$ cat src/rtl/ecc_scrub_pkg.sv
// Shared types and helpers for the ECC scrubber and its SECDED codec.
package ecc_scrub_pkg;

   typedef enum logic [2:0] {
      IDLE,
      WAIT,
      RD_REQ,
      RD_WAIT,
      CHECK,
      WR_REQ,
      NEXT
   } scrub_state_e;

   // Smallest m with 2**m >= m+k+1.
   function automatic int calculate_m(input int k);
      int m;
      m = 1;
      while ((1 << m) < (m + k + 1)) m = m + 1;
      return m;
   endfunction

   function automatic logic [15:0] sat_inc16(input logic [15:0] v);
      return (v == 16'hFFFF) ? v : v + 16'd1;
   endfunction

endpackage

$ cat src/rtl/ecc_dec.sv
// Hamming SECDED decoder: corrects one flipped bit, flags two flipped bits.
module ecc_dec
   import ecc_scrub_pkg::*;
#(
   parameter int K      = 8,
   parameter int P0_LSB = 1,
   localparam int M     = calculate_m(K),
   localparam int N     = M + K
) (
   input  logic [N:0]   code_i,
   output logic [K-1:0] data_o,
   output logic         sbe_o,
   output logic         dbe_o
);

   logic [N:1]   h;
   logic [N:1]   hc;
   logic         p0;
   logic         par;
   logic [M-1:0] syn;

   always_comb begin
      int d;
      if (P0_LSB != 0) begin
         h  = code_i[N:1];
         p0 = code_i[0];
      end else begin
         h  = code_i[N-1:0];
         p0 = code_i[N];
      end
      syn = '0;
      for (int j = 1; j <= N; j++) begin
         if (h[j]) syn ^= M'(j);
      end
      par = p0 ^ (^h);
      // Odd parity with a syndrome past the last position cannot be one flip.
      sbe_o = par && (int'(syn) <= N);
      dbe_o = (!par && (syn != '0)) || (par && (int'(syn) > N));
      hc = h;
      if (sbe_o && (syn != '0)) hc[syn] = ~hc[syn];
      data_o = '0;
      d = 0;
      for (int j = 1; j <= N; j++) begin
         if ((j & (j - 1)) != 0) begin
            data_o[d] = hc[j];
            d = d + 1;
         end
      end
   end

endmodule

$ cat src/rtl/ecc_enc.sv
// Hamming SECDED encoder: check bits at power-of-two positions, extended parity p0.
module ecc_enc
   import ecc_scrub_pkg::*;
#(
   parameter int K      = 8,
   parameter int P0_LSB = 1,
   localparam int M     = calculate_m(K),
   localparam int N     = M + K
) (
   input  logic [K-1:0] data_i,
   output logic [N:0]   code_o
);

   logic [N:1] h;
   logic       p0;

   always_comb begin
      int d;
      h = '0;
      d = 0;
      for (int j = 1; j <= N; j++) begin
         if ((j & (j - 1)) != 0) begin
            h[j] = data_i[d];
            d = d + 1;
         end
      end
      for (int i = 0; i < M; i++) begin
         for (int j = 1; j <= N; j++) begin
            if ((((j >> i) & 1) != 0) && (j != (1 << i))) h[1 << i] ^= h[j];
         end
      end
      p0 = ^h;
      code_o = (P0_LSB != 0) ? {h, p0} : {p0, h};
   end

endmodule

$ cat src/rtl/ecc_scrub_ctrl.sv
// Background scrubber: reads each word, rewrites corrected single-bit errors,
// reports double-bit errors. Memory port is shared through a req/gnt arbiter.
module ecc_scrub_ctrl
   import ecc_scrub_pkg::*;
#(
   parameter int K      = 8,
   parameter int DEPTH  = 1024,
   parameter int AW     = $clog2(DEPTH),
   parameter int P0_LSB = 1,
   localparam int M     = calculate_m(K),
   localparam int N     = M + K
) (
   input  logic          clk_i,
   input  logic          rst_i,
   input  logic          en_i,
   input  logic [15:0]   interval_i,
   input  logic          clr_cnt_i,
   output logic          mem_req_o,
   output logic          mem_we_o,
   output logic [AW-1:0] mem_addr_o,
   output logic [N:0]    mem_wdata_o,
   input  logic          mem_gnt_i,
   input  logic          mem_rvalid_i,
   input  logic [N:0]    mem_rdata_i,
   output logic          busy_o,
   output logic [15:0]   sbe_cnt_o,
   output logic [15:0]   dbe_cnt_o,
   output logic          dbe_o,
   output logic [AW-1:0] dbe_addr_o,
   output logic          pass_done_o
);

   // Handshake: a request (req=1) holds we/addr/wdata stable until the cycle
   // gnt=1 is seen; read data is taken on the first rvalid after the gnt cycle.

   scrub_state_e  state_q, state_d;
   logic [AW-1:0] ptr_q, ptr_d;
   logic [15:0]   timer_q, timer_d;
   logic [N:0]    code_q, code_d;
   logic [N:0]    wdata_q, wdata_d;
   logic [15:0]   sbe_cnt_q, sbe_cnt_d;
   logic [15:0]   dbe_cnt_q, dbe_cnt_d;
   logic          dbe_q, dbe_d;
   logic [AW-1:0] dbe_addr_q, dbe_addr_d;
   logic          pass_done_q, pass_done_d;

   logic [K-1:0]  dec_data;
   logic          dec_sbe;
   logic          dec_dbe;
   logic [N:0]    enc_code;

   ecc_dec #(.K(K), .P0_LSB(P0_LSB)) u_dec (
      .code_i (code_q),
      .data_o (dec_data),
      .sbe_o  (dec_sbe),
      .dbe_o  (dec_dbe)
   );

   ecc_enc #(.K(K), .P0_LSB(P0_LSB)) u_enc (
      .data_i (dec_data),
      .code_o (enc_code)
   );

   always_comb begin
      state_d     = state_q;
      ptr_d       = ptr_q;
      timer_d     = timer_q;
      code_d      = code_q;
      wdata_d     = wdata_q;
      sbe_cnt_d   = sbe_cnt_q;
      dbe_cnt_d   = dbe_cnt_q;
      dbe_d       = 1'b0;
      dbe_addr_d  = dbe_addr_q;
      pass_done_d = 1'b0;
      case (state_q)
         IDLE: begin
            if (en_i) begin
               timer_d = interval_i;
               state_d = WAIT;
            end
         end
         WAIT: begin
            if (!en_i) state_d = IDLE;
            else if (timer_q == 16'd0) state_d = RD_REQ;
            else timer_d = timer_q - 16'd1;
         end
         RD_REQ: begin
            if (mem_gnt_i) state_d = RD_WAIT;
         end
         RD_WAIT: begin
            if (mem_rvalid_i) begin
               code_d  = mem_rdata_i;
               state_d = CHECK;
            end
         end
         CHECK: begin
            if (dec_sbe) begin
               sbe_cnt_d = sat_inc16(sbe_cnt_q);
               wdata_d   = enc_code;
               state_d   = WR_REQ;
            end else begin
               if (dec_dbe) begin
                  dbe_cnt_d  = sat_inc16(dbe_cnt_q);
                  dbe_d      = 1'b1;
                  dbe_addr_d = ptr_q;
               end
               state_d = NEXT;
            end
         end
         WR_REQ: begin
            if (mem_gnt_i) state_d = NEXT;
         end
         NEXT: begin
            if (ptr_q == AW'(DEPTH - 1)) begin
               ptr_d       = '0;
               pass_done_d = 1'b1;
            end else begin
               ptr_d = ptr_q + AW'(1);
            end
            if (en_i) begin
               timer_d = interval_i;
               state_d = WAIT;
            end else begin
               state_d = IDLE;
            end
         end
         default: state_d = IDLE;
      endcase
      // A clear landing on the same cycle as an increment wins.
      if (clr_cnt_i) begin
         sbe_cnt_d = '0;
         dbe_cnt_d = '0;
      end
   end

   always_ff @(posedge clk_i) begin
      if (rst_i) begin
         state_q     <= IDLE;
         ptr_q       <= '0;
         timer_q     <= '0;
         code_q      <= '0;
         wdata_q     <= '0;
         sbe_cnt_q   <= '0;
         dbe_cnt_q   <= '0;
         dbe_q       <= 1'b0;
         dbe_addr_q  <= '0;
         pass_done_q <= 1'b0;
      end else begin
         state_q     <= state_d;
         ptr_q       <= ptr_d;
         timer_q     <= timer_d;
         code_q      <= code_d;
         wdata_q     <= wdata_d;
         sbe_cnt_q   <= sbe_cnt_d;
         dbe_cnt_q   <= dbe_cnt_d;
         dbe_q       <= dbe_d;
         dbe_addr_q  <= dbe_addr_d;
         pass_done_q <= pass_done_d;
      end
   end

   assign mem_req_o   = (state_q == RD_REQ) || (state_q == WR_REQ);
   assign mem_we_o    = (state_q == WR_REQ);
   assign mem_addr_o  = ptr_q;
   assign mem_wdata_o = wdata_q;
   assign busy_o      = (state_q != IDLE);
   assign sbe_cnt_o   = sbe_cnt_q;
   assign dbe_cnt_o   = dbe_cnt_q;
   assign dbe_o       = dbe_q;
   assign dbe_addr_o  = dbe_addr_q;
   assign pass_done_o = pass_done_q;

endmodule

$ cat config.mk
export PLATFORM = sky130hd
export DESIGN_NAME = ecc_scrub_ctrl
export DESIGN_NICKNAME = d
export VERILOG_FILES = /design/src/rtl/ecc_scrub_pkg.sv /design/src/rtl/ecc_dec.sv /design/src/rtl/ecc_enc.sv /design/src/rtl/ecc_scrub_ctrl.sv
export SDC_FILE = /design/constraint.sdc
export NUM_CORES = 1
export LEC_CHECK = 0
export CORE_ASPECT_RATIO = 0.75
export CORE_MARGIN = 3
export CORE_UTILIZATION = 48
export CTS_CLUSTER_SIZE = 24
export DETAILED_ROUTE_END_ITERATION = 16
export PLACE_DENSITY = 0.87
export SLEW_MARGIN = 20
export SYNTH_ARGS = -nofsm -noshare
export SYNTH_HDL_FRONTEND = slang
export SYNTH_SLANG_ARGS = --single-unit
$ cat constraint.sdc
create_clock -name clk_i -period 3.7 [get_ports clk_i]
set_input_delay 0.555 -clock clk_i [delete_from_list [all_inputs] [get_ports clk_i]]
set_output_delay 0.555 -clock clk_i [all_outputs]
set_load 0.005 [all_outputs]
==> results.toml <==
[route]
routed_via_density = 5.68
dr.pass1.iters = 4
drtAntennaViolNets = 0
wl_per_cell_um = 15.6
drtIter0Drc = 362
wl_um = 14500
via_count = 5281
drc_errors = 0

[sta]
tightest_slew_ps = 1020
hold_viol_final = 0
fin_tns_setup_ps = 0
rsz0062_at_grt = "false"
slew_headroom_pct = 32.0
slew_viol_final = 0
finalSetupViolations = 0
layout_worst_path_cycle_share_pct = 97.0
finalClockSkew_ps = 10.7
period_minus_slack_ps = 3590
clock.fmax_mhz = 279

[die]
die_area_mm2 = 0.0130
die_w_um = 131
initial_utilization_pct = 50.1
die_y_um = 99.4
ioPinCount = 105
rows = 33
core-area_mm2 = 0.0111

[logic_synthesis]
yosysTopAreaCell = "dfxtp_1"
synth_compound_area_share_pct = 16.1
synth_top_family_by_area = "simple AND/OR/NAND/NOR gates"
yosysSeqAreaShare_pct = 35.5
async_flop_share_pct = 0
synth_xor_area_share_pct = 15.9
synthTopCellsByArea = "dfxtp_1, nor2_1, nand2_1"
synthAdderAreaFrac_pct = 1.08
synth_top_flop_cell = "dfxtp_1"
synth.distinct_cells = 72
synth_edf_count = 0
netlist_area_mm2 = 0.00558
synthSimpleGateAreaFrac_pct = 24.4
syn_area_per_cell_um2 = 8.25
synth_warnings = 0
ys_ff_latch = 99
synth_top_area_share_pct = 35.5
synthesis.nets = 716
synthCells = 677
yosys-mux-area-fraction_pct = 3.07

[global_route]
antenna_found_initial = 0
grt_max_degree = 65
grtUsageTotal_pct = 22.2
grt_pass1_wl_um = 23500
grt_overflow = 0
first_global_vias = 4923

[clock_network]
clk_path_buf_depth = 2
ctsRootBufferMaster = "clkbuf_16"
path_clk_slew_ps = 80
postCtsSetupBuffers = 0
cts_tree = "yes"
clkLatencyLatePin_ps = 350
numClockSinks = 99
h-tree-depth = 3
numCtsBuffers = 9

[layout]
syn2layout_area_growth_pct = 28.8
nets = 824
antenna_cells = 0
mostFrequentLayoutCells = "clkdlybuf4s50_1, dfxtp_1, nor2_1"
drive_above_1_share_pct = 10.5
post-route-util_pct = 64.5
final_common_cell = "clkdlybuf4s50_1"

[power_and_ir_drop]
fin_total_pwr_mw = 2.25
total_leakage_power_nw = 2.65
power_density_mw_per_mm2 = 314
ir_worst_vdd_v = 0.000274

[placed_design]
numPortBuffers = 104
gp_congestion = 0.907
dp_hpwl_um = 10700

[outcome]
status = "completed"

[worst_setup_path]
critical_path_arrival_ps = 3880
cp-start-kind = "register"
cp.required_ps = 4000
critPathKind = "register to register"
end_kind = "register"
path_max_fanout = 6

[hold_path]
min_path_type = "register to register"

[flow_run]
drv_cap = 0
-- cells by family (layout without fill, tap and decap cells) --
logic type	Yosys count	count (layout)
and+or+nand+nor	289	289
AOI/OAI and AO/OA	138	138
DFF	99	99
xor gates and xnor gates	78	78
buffers and inverters	51	164
muxes	17	17
adders and majority gates	5	5
-- registers in the layout, indices dropped and copies added (netlist names) --
register / count
dbe_cnt_o: 16
sbe_cnt_o: 16
timer_q: 16
code_q: 13
mem_wdata_o: 13
dbe_addr_o: 10
mem_addr_o: 10
state_q: 3
dbe_o: 1
pass_done_o: 1
-- through the flow --
stage,setup WS (ps),hold WS [ps],instances,area [µm²]
global route,5.64,489,930,7190
detailed placement,124,449,914,6860
finish,113,457,930,7190
CTS,71.0,463,930,7180
global placement,168,443,914,6860
floorplan,249,448,677,5580
-- cell usage after synthesis, types with 6 or more instances --
library cell and count:
dfxtp_1 99, nor2_1 92, nand2_1 91, a21oi_1 49
xnor2_1 35, clkbuf_1 28, o21ai_0 28, xor2_1 28
nand3_1 24, nor3_1 17, mux2i_1 16, a211oi_1 15
inv_1 12, and3_1 10, nand4_1 10, a22oi_1 7
or3_1 6
-- what timing repair did --
action | 4_1_cts | 5_1_grt
setup endpoints to repair | 0 | 1
resized for setup | 0 | 5
hold buffers | 0 | 0
-- cell type report --
type	count	area (µm²)
multi-input combinational	527	3390
timing repair buffer	136	1280
tap	140	175
inverter	12	45.0
clock inverter	7	91.3
sequential	99	1980
clock buffer	9	225
fill	918	3960
-- where the power goes --
part           internal, mW  leakage [nW]  switching, mW
logic                0.0850          1.69          0.103
registers              1.08         0.802         0.0176
clock network         0.487         0.152          0.480
-- routing by layer --
metal / global-route usage (%) / part of all wire (%) / vias up
met5: 0 / 0 / -
met4: 4.74 / 0.62 / 0
met3: 4.62 / 7.0 / 12
met2: 34.1 / 45 / 200
met1: 32.2 / 48 / 2502
li1: - / - / 2567
-- final timing paths --
kind / from / endpoint / slack [ps] / depth (start not counted)
worst max-delay path: code_q[6] / mem_wdata_o[0] / 110 / 11
worst min-delay path: mem_wdata_o[7] / mem_wdata_o[7] / 460 / 2
worst min register to register: mem_wdata_o[7] / mem_wdata_o[7] / 460 / 2
worst max register to register: code_q[6] / mem_wdata_o[0] / 110 / 11
-- critical path, cell delays in order, from the launching register on --
cell      delay, ps
dfxtp_1         500
xnor3_2         520
xnor2_1         210
and3_1          190
o21a_1          180
a211o_2         350
and2_4          190
xnor2_1         130
a221oi_2        320
xnor3_1         460
or4_1           400
nand3_1          80
Note: power is estimated with default switching activity, not from simulation.
